**src/rtl/instr_encoder_if.sv**
```systemverilog
// Field-bundle input and packed-instruction output of the RV32 instruction packer.
// The master side produces field bundles and consumes packed words.
// The slave side (the packer) consumes bundles and produces packed words.
interface instr_encoder_if;
    logic               in_valid_i;
    logic               in_ready_o;
    logic [6:0]         opcode_i;
    logic [4:0]         rd_i;
    logic [4:0]         rs1_i;
    logic [4:0]         rs2_i;
    logic [2:0]         funct3_i;
    logic [6:0]         funct7_i;
    logic signed [31:0] imm_i;
    logic               out_valid_o;
    logic               out_ready_i;
    logic [31:0]        instr_o;
    logic [31:0]        addr_o;
    logic               err_o;
    logic [7:0]         err_cnt_o;

    modport master (
        output in_valid_i, opcode_i, rd_i, rs1_i, rs2_i, funct3_i, funct7_i, imm_i, out_ready_i,
        input  in_ready_o, out_valid_o, instr_o, addr_o, err_o, err_cnt_o
    );

    modport slave (
        input  in_valid_i, opcode_i, rd_i, rs1_i, rs2_i, funct3_i, funct7_i, imm_i, out_ready_i,
        output in_ready_o, out_valid_o, instr_o, addr_o, err_o, err_cnt_o
    );
endinterface

```
**src/rtl/instr_encoder.sv**
```systemverilog
// Streaming RV32 instruction packer: range-checks the immediate, packs the
// 32-bit word, tags it with a sequential byte address and queues it in a
// 2-entry FIFO. Rejected bundles are dropped and counted.
module instr_encoder #(
    parameter logic [31:0] BASE_ADDR = 32'h0000_0000,
    parameter logic [31:0] ADDR_STEP = 32'd4
) (
    input  logic          clk_i,
    input  logic          rst_i,
    input  logic          flush_i,
    instr_encoder_if.slave bus
);
    localparam logic [6:0] OP_STORE  = 7'b0100011;
    localparam logic [6:0] OP_BRANCH = 7'b1100011;
    localparam logic [6:0] OP_REG    = 7'b0110011;

    // True when the immediate fits a 12-bit signed field (bits 31..11 all equal).
    function automatic logic imm_fits12(input logic signed [31:0] imm);
        return (imm[31:11] == '0) || (imm[31:11] == '1);
    endfunction

    // Saturating increment for the reject counter.
    function automatic logic [7:0] sat_inc8(input logic [7:0] v);
        return (v == 8'hFF) ? v : v + 8'd1;
    endfunction

    // FIFO storage and control
    logic [31:0] mem_instr_p1 [2];
    logic [31:0] mem_addr_p1  [2];
    logic        wr_ptr_p1;
    logic        rd_ptr_p1;
    logic [1:0]  count_p1;
    logic [31:0] addr_cnt_p1;
    logic        err_p1;
    logic [7:0]  err_cnt_p1;

    // ---- stage p0: combinational field packing and range check ----
    logic        vld_p0;
    logic        bad_p0;
    logic        push_p0;
    logic        pop_p0;
    logic [31:0] instr_p0;

    assign bus.in_ready_o  = (count_p1 != 2'd2);
    assign bus.out_valid_o = (count_p1 != 2'd0);
    assign bus.instr_o     = mem_instr_p1[rd_ptr_p1];
    assign bus.addr_o      = mem_addr_p1[rd_ptr_p1];
    assign bus.err_o       = err_p1;
    assign bus.err_cnt_o   = err_cnt_p1;

    assign vld_p0  = bus.in_valid_i && bus.in_ready_o;
    assign bad_p0  = (bus.opcode_i != OP_REG) && !imm_fits12(bus.imm_i);
    assign push_p0 = vld_p0 && !bad_p0;
    assign pop_p0  = bus.out_valid_o && bus.out_ready_i;

    // Select the instruction format by opcode and scatter the fields.
    always_comb begin
        instr_p0 = '0;
        case (bus.opcode_i)
            OP_STORE:  instr_p0 = {bus.imm_i[11:5], bus.rs2_i, bus.rs1_i, bus.funct3_i,
                                   bus.imm_i[4:0], bus.opcode_i};
            // Branch immediate arrives in halfword units, so imm[k] lands on offset bit k+1.
            OP_BRANCH: instr_p0 = {bus.imm_i[11], bus.imm_i[9:4], bus.rs2_i, bus.rs1_i,
                                   bus.funct3_i, bus.imm_i[3:0], bus.imm_i[10], bus.opcode_i};
            OP_REG:    instr_p0 = {bus.funct7_i, bus.rs2_i, bus.rs1_i, bus.funct3_i,
                                   bus.rd_i, bus.opcode_i};
            default:   instr_p0 = {bus.imm_i[11:0], bus.rs1_i, bus.funct3_i,
                                   bus.rd_i, bus.opcode_i};
        endcase
    end

    // ---- stage p1: FIFO write/read, address counter, reject reporting ----
    // Flush outranks push/pop; a bundle presented during flush is discarded.
    always_ff @(posedge clk_i or negedge rst_i) begin
        if (!rst_i) begin
            mem_instr_p1[0] <= '0;
            mem_instr_p1[1] <= '0;
            mem_addr_p1[0]  <= '0;
            mem_addr_p1[1]  <= '0;
            wr_ptr_p1       <= 1'b0;
            rd_ptr_p1       <= 1'b0;
            count_p1        <= 2'd0;
            addr_cnt_p1     <= BASE_ADDR;
            err_p1          <= 1'b0;
            err_cnt_p1      <= 8'd0;
        end else if (flush_i) begin
            wr_ptr_p1   <= 1'b0;
            rd_ptr_p1   <= 1'b0;
            count_p1    <= 2'd0;
            addr_cnt_p1 <= BASE_ADDR;
            err_p1      <= 1'b0;
            err_cnt_p1  <= 8'd0;
        end else begin
            if (push_p0) begin
                mem_instr_p1[wr_ptr_p1] <= instr_p0;
                mem_addr_p1[wr_ptr_p1]  <= addr_cnt_p1;
                wr_ptr_p1               <= ~wr_ptr_p1;
                addr_cnt_p1             <= addr_cnt_p1 + ADDR_STEP;
            end
            if (pop_p0) begin
                rd_ptr_p1 <= ~rd_ptr_p1;
            end
            case ({push_p0, pop_p0})
                2'b10:   count_p1 <= count_p1 + 2'd1;
                2'b01:   count_p1 <= count_p1 - 2'd1;
                default: count_p1 <= count_p1;
            endcase
            err_p1 <= vld_p0 && bad_p0;
            if (vld_p0 && bad_p0) begin
                err_cnt_p1 <= sat_inc8(err_cnt_p1);
            end
        end
    end
endmodule

```
**src/flat_wrapper.sv**
```systemverilog
// flat-port wrapper written by rule: the top's interface ports become plain ports
module instr_encoder_flat 
#(
    parameter logic [31:0] BASE_ADDR = 32'h0000_0000,
    parameter logic [31:0] ADDR_STEP = 32'd4
)
  (clk_i, rst_i, flush_i, bus_in_valid_i, bus_opcode_i, bus_rd_i, bus_rs1_i, bus_rs2_i, bus_funct3_i, bus_funct7_i, bus_imm_i, bus_out_ready_i, bus_in_ready_o, bus_out_valid_o, bus_instr_o, bus_addr_o, bus_err_o, bus_err_cnt_o);
  instr_encoder_if bus_i ();
  input  logic clk_i;
  input  logic rst_i;
  input  logic flush_i;
  input wire logic [$bits(bus_i.in_valid_i)-1:0] bus_in_valid_i;
  input wire logic [$bits(bus_i.opcode_i)-1:0] bus_opcode_i;
  input wire logic [$bits(bus_i.rd_i)-1:0] bus_rd_i;
  input wire logic [$bits(bus_i.rs1_i)-1:0] bus_rs1_i;
  input wire logic [$bits(bus_i.rs2_i)-1:0] bus_rs2_i;
  input wire logic [$bits(bus_i.funct3_i)-1:0] bus_funct3_i;
  input wire logic [$bits(bus_i.funct7_i)-1:0] bus_funct7_i;
  input wire logic [$bits(bus_i.imm_i)-1:0] bus_imm_i;
  input wire logic [$bits(bus_i.out_ready_i)-1:0] bus_out_ready_i;
  output wire logic [$bits(bus_i.in_ready_o)-1:0] bus_in_ready_o;
  output wire logic [$bits(bus_i.out_valid_o)-1:0] bus_out_valid_o;
  output wire logic [$bits(bus_i.instr_o)-1:0] bus_instr_o;
  output wire logic [$bits(bus_i.addr_o)-1:0] bus_addr_o;
  output wire logic [$bits(bus_i.err_o)-1:0] bus_err_o;
  output wire logic [$bits(bus_i.err_cnt_o)-1:0] bus_err_cnt_o;
  assign bus_i.in_valid_i = bus_in_valid_i;
  assign bus_i.opcode_i = bus_opcode_i;
  assign bus_i.rd_i = bus_rd_i;
  assign bus_i.rs1_i = bus_rs1_i;
  assign bus_i.rs2_i = bus_rs2_i;
  assign bus_i.funct3_i = bus_funct3_i;
  assign bus_i.funct7_i = bus_funct7_i;
  assign bus_i.imm_i = bus_imm_i;
  assign bus_i.out_ready_i = bus_out_ready_i;
  assign bus_in_ready_o = bus_i.in_ready_o;
  assign bus_out_valid_o = bus_i.out_valid_o;
  assign bus_instr_o = bus_i.instr_o;
  assign bus_addr_o = bus_i.addr_o;
  assign bus_err_o = bus_i.err_o;
  assign bus_err_cnt_o = bus_i.err_cnt_o;
  instr_encoder #(.BASE_ADDR(BASE_ADDR), .ADDR_STEP(ADDR_STEP)) u_core (.clk_i(clk_i), .rst_i(rst_i), .flush_i(flush_i), .bus(bus_i));
endmodule
```
**config.mk**
```make
export PLATFORM = sky130hd
export DESIGN_NAME = instr_encoder_flat
export DESIGN_NICKNAME = d
export VERILOG_FILES = /design/src/rtl/instr_encoder_if.sv /design/src/rtl/instr_encoder.sv /design/src/flat_wrapper.sv
export SDC_FILE = /design/constraint.sdc
export NUM_CORES = 1
export LEC_CHECK = 0
export CAP_MARGIN = 20
export CORE_ASPECT_RATIO = 0.6
export CORE_MARGIN = 4
export CORE_UTILIZATION = 40
export DETAILED_ROUTE_END_ITERATION = 10
export PLACE_DENSITY = 0.74
export SETUP_SLACK_MARGIN = 0.4
export SLEW_MARGIN = 20
export SYNTH_ARGS = -nofsm -noshare
export SYNTH_HDL_FRONTEND = slang
export SYNTH_SLANG_ARGS = --single-unit
```
**constraint.sdc**
```tcl
create_clock -name clk_i -period 1.95 [get_ports clk_i]
set_input_delay 0.39 -clock clk_i [delete_from_list [all_inputs] [get_ports clk_i]]
set_output_delay 0.39 -clock clk_i [all_outputs]
set_load 0.01 [all_outputs]
```
# Yosys cells after proc, flatten, opt, wreduce, memory -nomap -nowiden
# Cells that the tools add are included.
# totals
ff_bits	173
input_bits	69
output_inout_bits	75
# classes
addsub	4
order_cmp	3
eq_ne	10
mux	23
bitwise_logic	5
n_reduce_logical	17
# op_table
operator	n
2-to-1 mux 32 bit	9
bitwise mux 64 bit	2
one-hot mux 32 bit (3 select lines)	1
adder 32 x 3 -> 32 bit, second input constant	1
demux 32 bit (select 1 bit)	1
2-to-1 mux 8 bit	3
equality test 21 bit, second input constant	1
zero test 21 bit	1
equality test 7 x 6 -> 1 bit, second input constant	2
adder 8 x 1 -> 8 bit, second input constant	1
equality test 8 bit, second input constant	1
nonzero test 2 bit	4
equality test 7 bit, second input constant	1
!= test 7 x 6 -> 1 bit, second input constant	1
logical AND 1 bit	6
2-to-1 mux 1 bit	5
greater-or-equal comparator 2 bit, second input constant	2
!= test 2 bit, second input constant	2
NOT 1 -> 2 bit	2
one-hot mux 2 bit (2 select lines)	1
AND reduction 2 bit	2
NOT 1 bit	3
nonzero test 3 bit	1
adder 2 x 1 -> 2 bit, second input constant	1
7 further kinds	8

# Logic depth before layout (Yosys ltp)
# Gate-level depths: netlist of the first run.
# logic_depth
depth_word	9
mapped_depth	9
ltp_nobuf	7

# Worst setup path after synthesis of the first run
# No wires, ideal clock.
# synth_path
kind	input to register
start	in bus_imm_i[22]
end	reg u_core.addr_cnt_p1[18]
setup_time_ns	0.078
arrival_ns	1.928
path_slack_ns	-0.056
path_stages	8
path_buffers	2
cell_sequence	nor4_1 nand4_1 a2bb2o_2 buf_6 nor2_2 buf_6 or4_1 a21oi_1
# synth_via
elab_chain_len	7
elab_cells_between_ends	8
cone_classes	eq/ne: 1; reduce/logical: 7
# synth_rtl
item	line	text
from (decl)	flat_wrapper.sv:19	input wire logic [$bits(bus_i.imm_i)-1:0] bus_imm_i;
equality test 21 bit / zero test 21 bit (equally long branches)	instr_encoder.sv:19	return (imm[31:11] == '0) || (imm[31:11] == '1);
logical OR 1 bit *	instr_encoder.sv:19	
zero test 1 bit *	instr_encoder.sv:52	assign bad_p0 = (bus.opcode_i != OP_REG) && !imm_fits12(bus.imm_i);
logical AND 1 bit *	instr_encoder.sv:52	
zero test 1 bit *	instr_encoder.sv:53	assign push_p0 = vld_p0 && !bad_p0;
logical AND 1 bit *	instr_encoder.sv:53	
nonzero test 2 bit (no line) *	n/a	
to (signal assigned)	instr_encoder.sv:98	addr_cnt_p1 <= addr_cnt_p1 + ADDR_STEP;
to (decl)	instr_encoder.sv:33	logic [31:0] addr_cnt_p1;
# Mark *: on every way between the ends. The rest lies on a longest branch, timed or not.
# A chain may end at the register's enable or synchronous reset.

# Worst setup path in the final report of the first run
# layout_path
start	reg u_core.rd_ptr_p1
end	out bus_addr_o[23]
# layout_via
elab_chain_len	4
# layout_rtl
item	line	text
from (decl)	instr_encoder.sv:31	logic rd_ptr_p1;
from (signal assigned)	instr_encoder.sv:101	rd_ptr_p1 <= ~rd_ptr_p1;
NOT 1 -> 2 bit (implied by the code)	instr_encoder.sv:47	assign bus.addr_o = mem_addr_p1[rd_ptr_p1];
2-to-1 mux 32 bit (implied by the code) (3 in series)	instr_encoder.sv:47	
to (decl)	flat_wrapper.sv:24	output wire logic [$bits(bus_i.addr_o)-1:0] bus_addr_o;
# Every way passes these cells. The select of a mux whose other input is x is not followed.

==> impl_results.md, run 1 <==
* H-tree Lvls at 4
* Clock transition at the registers of the reported paths at 0.07 ns
* Vias in the first global route at 6958
* Worst endpoint required time at 1.56 ns
* Worst Hold Path EP: u_core.mem_instr_p1[35]
* Antenna fix cells at 0
* Detailed-placement wirelength estimate at 14900 um
* Vias per cell at 5.64
* First drt pass iteration count at 5
* Crit end category: output port
* Area Growth Syn to Fin at 70.2%
* CTS tree: yes
* R2R cell count at 9
* Mapped Cells at 686
* Cell variety after synth at 47
* Hold Crit Depth at 2
* Slowest cell on the critical path: dfrtp_2
* Final Hold Fails at 0
* Max clock buf depth at 2
* Post-route cell area at 0.0135 sq mm
* Synth Cell Area at 0.00795 sq mm
* Routed wire per std cell at 22.7 um
* Clock sink count at 167
* Layout Cells excl Fill at 1252
* Post-synth EDFFs at 0
* Failing checks: negative setup slack
* Worst Path Class, Setup: reg2out
* F_max at 474 MHz
* Syn avg cell area at 11.6 sq um
* Max Slew Vio Count at 0
* Status: finished with violations
* R2R Setup Slk at -0.02 ns
* First-pass GRT wire length at 38900 um
* P_leak at 6.28 nW
* Final period utilization at 1.08
* Drt first-iter violations at 423
* Sequential area share after synthesis at 0.526
* Layout cells sized above 1 at 0.621
* Critical R2R Capture: u_core.mem_addr_p1[25]
* Switch share at 0.250
* Sequential Power Share at 0.475
* Max_cap viols at 0
* Chip width at 190 um
* Fraction of registers with async set or reset after synthesis at 1.00
* GPL Wtd Cong at 0.846
* Setup ws final at -0.159 ns
* DR vias at 7056
* Worst min-delay path startpoint: bus_opcode_i[3]
* DRC Markers at 0
* Clk_lat worst skew at 0.43 ns
* Grt ovf at 0
* Fin crit period at 2.11 ns
* Maximum VDD drop at 518 uV
* Post-synthesis sequential element count at 167
* Psw at 1.86 mW
* CP max stage delay at 0.42 ns
* Unrepaired setup endpoints after global routing: yes
* Largest net degree at the start of global routing at 53
* Boundary pin count at 144
* Initial antenna violation count at 0
* Die Area at 0.0223 sq mm
* Int Power at 5.57 mW
* Pwr/cell area at 550 mW/mm^2
* Num CTS Buffers at 17
* Initial Util at 0.412
* Skew final at 0.0113 ns
* Nets at 1046
* FF-to-FF Start: u_core.count_p1[0]
* Total power at 7.43 mW
* Dominant synthesized flop cell: dfrtp_1
* GRT Resource Usage Total at 0.224
* Die H at 117 um
* Placed inst area at 0.0104 sq mm
* Core footprint at 0.0193 sq mm
* Setup violators final at 128
* Warnings, synthesis at 0
* Setup crit start kind: flop
* Crit path top cell by count: buf_12
* # rows at 39
* Final ANT Viol Nets at 0
* I/O Buffers at 141
* Clock network fraction of total power at 0.443
* CP Cell Sequence: buf_12 > buf_12 > buf_12 > mux2_4 > buf_6
* Total routed wirelength at 28400 um
* Clk root buf: clkbuf_16
* Hold Crit Class: in2reg
* Comb power frac at 0.082
* Placed insts at 1130
* Worst EP arrival at 1.72 ns
* Crit Path Max Fanout at 7
* Setup TNS at -7.55 ns
==> layout make-up <==
class                           count  area (sq um)
Fill cell                        1217          5750
Tap cell                          266           333
Clock buffer                       18           429
Multi-Input combinational cell    471          4790
Sequential cell                   167          4190
Timing Repair Buffer              313          3640
Clock inverter                     12           121
Inverter                            5          18.8
==> worst max-delay path: cells and delay by family, from the launching register on <==
| kind | cells | cell delay, ns |
|---|---|---|
| buf+inv | 4 | 0.56 |
| mux | 1 | 0.30 |
| flops | 1 | 0.42 |
==> cells by family (layout without fill, tap and decap cells) <==
group,Yosys count,after routing,share of synthesized area
multiplexers,160,160,0.225
AND/OR/NAND/NOR,171,171,0.107
flip-flops,167,167,0.526
other,1,2,0.000472
XOR/XNOR,22,22,0.0242
buffers and inverters,49,348,0.0279
adder cells (fa/ha/maj),2,2,0.00315
AO/OA/AOI/OAI,114,114,0.0866
==> Yosys cell counts, types with 3 or more instances <==
master	count	area, sq um
mux2i_1	13	130
inv_1	5	18.8
xor2_1	11	96.3
dfrtp_1	167	4180
a21oi_1	21	105
xnor2_1	11	96.3
nand4_1	11	68.8
clkbuf_1	18	67.6
and3_1	5	31.3
o31ai_1	5	37.5
or2_2	3	18.8
or4_1	5	37.5
nor4_1	8	50.1
o2111ai_1	5	43.8
o21ai_0	58	290
nand3_1	13	65.1
nor2_1	35	131
mux2_2	147	1660
a2111oi_0	4	35.0
or3_1	8	50.1
o211ai_1	7	52.6
buf_1	10	37.5
buf_2	12	60.1
nor3_1	6	30.0
nand2_1	63	236
nor2b_1	5	31.3
a32o_1	6	60.1
==> registers in the layout (all words and copies together), names as in the netlist <==
signal / flops
u_core.mem_instr_p1: 64
u_core.mem_addr_p1: 60
u_core.addr_cnt_p1: 30
u_core.bus.err_cnt_o: 8
u_core.count_p1: 2
u_core.bus.err_o: 1
u_core.rd_ptr_p1: 1
u_core.wr_ptr_p1: 1
==> power groups by stage <==
stage | sequential, mW | clock (mW) | combinational, mW
2_1_floorplan | 3.58 | 0 | 0.150
3_3_place_gp | 3.58 | 0 | 0.522
3_5_place_dp | 3.59 | 0 | 0.529
4_1_cts | 3.52 | 3.27 | 0.541
5_1_grt | 3.53 | 3.46 | 0.655
6_report | 3.53 | 3.30 | 0.608
==> metal layers <==
metal,vias up,GRT usage,wire length [um]
met1,3649,0.328,12500
met2,277,0.345,13500
met5,-,0,0
li1,3079,-,-
met4,0,0.0597,477
met3,51,0.0442,1860
==> how the worst max path moves through the flow <==
stage | start | to | cells after the start
final | u_core.rd_ptr_p1 | bus_addr_o[23] | 5
after global routing | u_core.rd_ptr_p1 | bus_addr_o[23] | 5
after CTS | u_core.rd_ptr_p1 | bus_addr_o[22] | 5
after detailed placement | bus_imm_i[18] | u_core.mem_instr_p1[19] | 7
after global placement | bus_opcode_i[3] | u_core.addr_cnt_p1[21] | 9
after floorplan | bus_imm_i[15] | u_core.mem_addr_p1[10] | 8
==> metrics by stage <==
step | setup WS, ns | hold WS, ns | util
2_1_floorplan | 0.0186 | 0.0944 | -
5_1_grt | -0.183 | 0.204 | 0.702
6_report | -0.159 | 0.206 | 0.702
3_3_place_gp | -0.642 | 0.333 | 0.538
3_5_place_dp | -0.695 | 0.338 | 0.538
4_1_cts | -0.149 | 0.195 | 0.631
==> cell usage in the layout, fill, tap and decap left out, types with 5 or more instances in the layout <==
master / count
o21ai_2: 31
o211ai_1: 7
dfrtp_2: 9
clkdlybuf4s50_1: 38
o21ai_0: 12
dfrtp_1: 158
xnor2_1: 9
nand2_2: 17
nand3_1: 8
nor2_1: 28
a32o_1: 6
buf_12: 24
a21oi_1: 5
nand2_1: 21
clkdlybuf4s15_2: 12
nand4_1: 11
a21oi_2: 15
buf_2: 22
mux2_4: 68
xor2_1: 11
or3_4: 5
clkbuf_16: 26
buf_4: 77
nor2_4: 5
buf_8: 8
buf_6: 94
or4_4: 5
nor2b_1: 5
mux2_2: 79
buf_16: 16
mux2i_1: 12
nor4_4: 9
nand2_4: 25
clkinvlp_4: 6
o21ai_1: 14
inv_1: 5
==> what timing repair did <==
| action | CTS | global route |
|---|---|---|
| cloned | 13 | 12 |
| hold buffers | 1 | 0 |
| gates resized for setup | 555 | 278 |
| endpoints found under the setup margin | 239 | 234 |
| endpoints found under the hold margin | 37 | 0 |
| setup buffers | 42 | 24 |
| pin swaps | 60 | 86 |
Note: power is estimated with default switching activity, not from simulation.
==> run 2: changes to the inputs <==
--- a/config.mk
+++ b/config.mk
@@ -9,7 +9,9 @@
 export CORE_ASPECT_RATIO = 0.6
 export CORE_MARGIN = 4
 export CORE_UTILIZATION = 40
+export CTS_BUF_LIST = sky130_fd_sc_hd__clkbuf_8
 export DETAILED_ROUTE_END_ITERATION = 10
+export MAX_ROUTING_LAYER = met4
 export PLACE_DENSITY = 0.74
 export SETUP_SLACK_MARGIN = 0.4
 export SLEW_MARGIN = 20
==> run 2 against run 1 <==
  * Sequential cell count did not move
  * Sequential share of layout area decreased by 0.20 points
  * Clock power down 26%
  * The run still ends with negative setup slack left
  * Largest power group unchanged
==> impl_results.md, run 2 (synthesized netlist as in run 1, its figures left out) <==
* Detailed-placement wirelength estimate at 14900 um
* R2R Setup Slk at 0.02 ns
* Multi-input gate area at 0.00492 sq mm
* Failing checks: negative setup slack
* Clock sink count at 167
* Clock network fraction of total power at 0.371
* Clock transition at the registers of the reported paths at 0.10 ns
* Final Hold Fails at 0
* Slowest cell on the critical path: dfrtp_2
* Die H at 117 um
* Fin crit period at 2.15 ns
* Max reg flops at 64
* GPL Wtd Cong at 0.859
* Area Growth Syn to Fin at 71.2%
* Core footprint at 0.0193 sq mm
* Max_cap viols at 0
* DRC Markers at 0
* I/O Buffers at 141
* Die Area at 0.0223 sq mm
* Largest net degree at the start of global routing at 53
* Routed wire per std cell at 22.8 um
* Pwr/cell area at 484 mW/mm^2
* Maximum VDD drop at 377 uV
* Max clock buf depth at 2
* Worst Path Class, Setup: reg2out
* Grt ovf at 0
* Unrepaired setup endpoints after global routing: yes
* Max Slew Vio Count at 0
* Pre-CTS WS at -0.695 ns
* Layout cells sized above 1 at 0.630
* Status: finished with violations
* F_max at 466 MHz
* Layout Cells excl Fill at 1276
* Sequential Power Share at 0.536
* Drt first-iter violations at 530
* CP Cell Sequence: buf_12 > buf_12 > buf_4 > mux2_4 > buf_6
* DR vias at 7196
* Nets at 1070
* Clk root buf: clkbuf_8
* Crit path top cell by count: buf_12
* Vias per cell at 5.64
* FF/Latch Area at 0.00419 sq mm
* Crit end category: output port
* First-pass GRT wire length at 39300 um
* Boundary pin count at 144
* First drt pass iteration count at 5
* Switch share at 0.267
* Total routed wirelength at 29100 um
* CP bufs+invs at 4
* Placed insts at 1130
* Worst min-delay path startpoint: bus_opcode_i[1]
* CTS tree: yes
* Worst endpoint required time at 1.56 ns
* Largest regs: u_core.mem_instr_p1: 64 flops, u_core.mem_addr_p1: 60 flops, u_core.addr_cnt_p1: 30 flops
* Chip width at 190 um
* GRT Resource Usage Total at 0.233
* Initial Util at 0.412
* Register bank with the most flops: u_core.mem_instr_p1
* CP max stage delay at 0.43 ns
* Initial antenna violation count at 0
* Psw at 1.76 mW
* P_leak at 6.38 nW
* Vias in the first global route at 7008
* Setup crit start kind: flop
* Most common cell after layout, fill and taps aside: dfrtp_1
* # rows at 39
* Cell family with most CP delay: buffers and inverters
* Comb power frac at 0.094
* Worst EP arrival at 1.76 ns
* Setup TNS at -8.64 ns
* Int Power at 4.83 mW
* H-tree Lvls at 4
* Antenna fix cells at 0
* Crit Path Max Fanout at 7
* Skew final at 0.0239 ns
* Setup violators final at 72
* Hold Crit Class: in2reg
* Worst Setup SP: u_core.rd_ptr_p1
* Fillcell total at 1241
* Setup ws final at -0.198 ns
* Final ANT Viol Nets at 0
* Clk_lat worst skew at 0.48 ns
* Num CTS Buffers at 17
* FF-to-FF Start: u_core.addr_cnt_p1[18]
* Most frequent cells in the layout: dfrtp_1 (160), buf_6 (116), buf_4 (92)
* Final period utilization at 1.10
## run 2: changes by cell type in the layout (fill, tap and decap cells not counted), sizes merged
cell and delta:
buf +32, nor2 +1, dlymetal6s2s -2, o21ai +1, inv +1, clkbuf -5, clkdlybuf4s15 -4
## run 2: power by group through the flow
stage	Clock [mW]	Combinational [mW]	Sequential (mW)
finish	2.44	0.617	3.53
floorplan	0	0.150	3.58
global route	2.59	0.665	3.53
CTS	2.41	0.545	3.52
detailed placement	0	0.529	3.59
global placement	0	0.522	3.58
## run 2: area by class of cell
cell class	instances	share of cell area
inverter	5	0.00138
clock buffer	17	0.0172
multi-input combinational	473	0.361
tap	266	0.0245
sequential	167	0.308
clock inverter	13	0.00920
timing repair buffer	335	0.279
## run 2: timing repair
| item | CTS | global route |
|---|---|---|
| setup endpoints to repair | 239 | 235 |
| setup buffers | 49 | 39 |
| gates cloned | 17 | 10 |
| hold buffers | 1 | 0 |
| hold endpoints to repair | 37 | 0 |
| pin swaps | 62 | 78 |
| resized for setup | 597 | 303 |
## run 2: per-layer routing
metal	GRT usage	wire, um	up-vias
met1	0.332	12700	3708
met3	0.0459	1950	62
met2	0.351	13800	304
met4	0.0515	673	0
li1	-	-	3122
met5	-	0	-
## run 2: final timing paths
| kind | endpoint | cells past startpoint |
|---|---|---|
| worst min register to register | u_core.mem_addr_p1[59] | 1 |
| worst max register to register | u_core.addr_cnt_p1[26] | 7 |
| worst max-delay path | bus_addr_o[22] | 5 |
| min in group asynchronous | u_core.mem_instr_p1[62] | 2 |
| max in group asynchronous | u_core.bus.err_cnt_o[5] | 3 |
| worst min-delay path | u_core.mem_instr_p1[33] | 2 |
## run 2: worst reg2reg max path: cells and delay by family (launching register included)
| family | cells | cell delay [ns] |
|---|---|---|
| AOI/OAI and AO/OA | 1 | 0.10 |
| xor gates and xnor gates | 1 | 0.14 |
| buffers and inverters | 1 | 0.24 |
| DFF | 1 | 0.38 |
| and+or+nand+nor | 4 | 0.95 |
## run 2: stage by stage
stage | hold slack [ns] | power [mW] | instance area, sq um | util
CTS | 0.153 | 6.47 | 12100 | 0.625
floorplan | 0.0944 | 3.73 | 8140 | -
finish | 0.153 | 6.58 | 13600 | 0.706
global placement | 0.333 | 4.11 | 10400 | 0.538
detailed placement | 0.338 | 4.12 | 10400 | 0.538
global route | 0.126 | 6.79 | 13600 | 0.706
==> run 3: changes to the inputs <==
--- a/config.mk
+++ b/config.mk
@@ -5,7 +5,6 @@
 export SDC_FILE = /design/constraint.sdc
 export NUM_CORES = 1
 export LEC_CHECK = 0
-export CAP_MARGIN = 20
 export CORE_ASPECT_RATIO = 0.6
 export CORE_MARGIN = 4
 export CORE_UTILIZATION = 40
==> constraint.sdc (replaced) <==
create_clock -name clk_i -period 2.73 [get_ports clk_i]
set_input_delay 0.546 -clock clk_i [delete_from_list [all_inputs] [get_ports clk_i]]
set_output_delay 0.546 -clock clk_i [all_outputs]
set_load 0.01 [all_outputs]
==> run 3 against run 2 <==
  * The flow now finishes without violations
  * Global-route usage is 3.2 points lower
  * Largest power group unchanged
  * Cell area is 21% lower
  * Total power is 30% lower
==> impl_results.md, run 3 (synthesized netlist as in run 1, its figures left out) <==
* Most frequent cells in the layout: dfrtp_1 (166), mux2_2 (142), clkdlybuf4s50_1 (72)
* Grt ovf at 0
* GRT Resource Usage Total at 0.201
* Worst EP arrival at 1.86 ns
* DRC Markers at 0
* First drt pass iteration count at 5
* Antenna fix cells at 0
* Max Slew Vio Count at 0
* Detailed-placement wirelength estimate at 14100 um
* Skew final at 0.0189 ns
* P_leak at 5.07 nW
* Slew HR at 0.595
* Num CTS Buffers at 17
* Placed inst area at 0.00988 sq mm
* Layout cells sized above 1 at 0.376
* Max reg flops at 64
* Clock sink count at 167
* Nets at 944
* Routed wire per std cell at 19.0 um
* Setup violators final at 0
* Crit end category: output port
* Clk root buf: clkbuf_8
* H-tree Lvls at 4
* Unrepaired setup endpoints after global routing: yes
* Most common cell after layout, fill and taps aside: dfrtp_1
* CP bufs+invs at 5
* Final period utilization at 0.880
* Largest net degree at the start of global routing at 61
* # rows at 39
* Fin crit period at 2.40 ns
* CP max stage delay at 0.44 ns
* Register bank with the most flops: u_core.mem_instr_p1
* R2R cell count at 6
* Final ANT Viol Nets at 0
* Crit. path cell count at 6
* Post-route cell area at 0.0107 sq mm
* Final Hold Fails at 0
* Cts hold-fix bufs at 0
* CTS tree: yes
* Initial Util at 0.412
* Max_cap viols at 0
* Slew @ Worst Pin at 0.604 ns
* Chip width at 190 um
* Cell family with most CP delay: buffers and inverters
* Fillcell total at 1598
* Worst endpoint required time at 2.18 ns
* I/O Buffers at 141
* Crit path top cell by count: buf_12
* CP Cell Sequence: buf_12 > buf_6 > buf_12 > buf_16 > mux2_2 > buf_2
* Total routed wirelength at 21900 um
* DR vias at 6121
* Max clock buf depth at 2
* Status: complete, no violations
* Vias per cell at 5.31
* Setup crit start kind: flop
* Slowest cell on the critical path: dfrtp_2
* Hold Crit Class: in2async
* Maximum VDD drop at 304 uV
* Initial antenna violation count at 0
* F_max at 416 MHz
* Boundary pin count at 144
* First-pass GRT wire length at 33800 um
* GPL Wtd Cong at 0.801
* Die H at 117 um
* Worst Path Class, Setup: reg2out
* Area Growth Syn to Fin at 35.2%
* Clock transition at the registers of the reported paths at 0.10 ns
* Clk_lat worst skew at 0.46 ns
* Core footprint at 0.0193 sq mm
* Largest regs: u_core.mem_instr_p1: 64 flops, u_core.mem_addr_p1: 60 flops, u_core.addr_cnt_p1: 30 flops
* Vias in the first global route at 5983
* Die Area at 0.0223 sq mm
* Final Util at 0.558
* Pwr/cell area at 428 mW/mm^2
* Drt first-iter violations at 502
* Crit Path Max Fanout at 8
-- run 3: changes by cell type in the layout (fill, tap and decap cells not counted), sizes merged, moves of 2 or more --
cell,previous run,this run
clkdlybuf4s15,11,4
inv,10,7
buf,273,112
clkbuf,26,37
clkinv,1,6
clkdlybuf4s50,38,72
dlymetal6s2s,1,6
dlygate4sd2,2,0
clkinvlp,6,3
-- run 3: through the flow --
stage	worst slack [ns]	std cells	power (mW)	hold WS, ns	setup TNS [ns]
6_report	0.328	1152	4.60	0.0419	0
5_1_grt	0.278	1152	4.78	0.0527	0
4_1_cts	0.239	1135	4.63	0.0337	0
3_5_place_dp	-0.189	1085	2.92	0.465	-2.43
3_3_place_gp	-0.151	1085	2.91	0.458	-0.170
2_1_floorplan	0.568	687	2.67	0.250	0
-- run 3: final timing paths --
path | from | to | slack (ns)
hold reg to reg | u_core.mem_instr_p1[25] | u_core.mem_instr_p1[25] | 0.48
max in group asynchronous | rst_i | u_core.mem_instr_p1[26] | 1.94
hold / removal | rst_i | u_core.bus.err_cnt_o[7] | 0.04
setup / recovery | u_core.rd_ptr_p1 | bus_instr_o[28] | 0.33
min in group clk_i | bus_opcode_i[3] | u_core.mem_instr_p1[3] | 0.41
setup reg to reg | u_core.count_p1[1] | u_core.addr_cnt_p1[8] | 0.48
-- run 3: metal layers --
layer	GRT usage	part of all wire
met1	0.298	0.49
met2	0.278	0.44
met3	0.0451	0.062
met4	0.0515	0.011
met5	-	0
-- run 3: power breakdown --
| part | internal (mW) | switching [mW] |
|---|---|---|
| registers | 2.50 | 0.0163 |
| logic | 0.178 | 0.170 |
| clock network | 0.790 | 0.952 |
-- run 3: cell type report --
class	instances	area, sq um	share of cell area
Sequential cell	167	4180	0.389
Clock buffer	20	275	0.0256
Timing Repair Buffer	211	2150	0.200
Clock inverter	12	105	0.00978
Multi-Input combinational cell	471	3690	0.343
Inverter	5	18.8	0.00175
Tap cell	266	333	0.0310
-- run 3: timing repair --
item                       4_1_cts  5_1_grt
gates cloned                     5        0
pin swaps                        1       12
setup endpoints to repair       69      154
gates resized for setup        196       94
buffers inserted                13       17
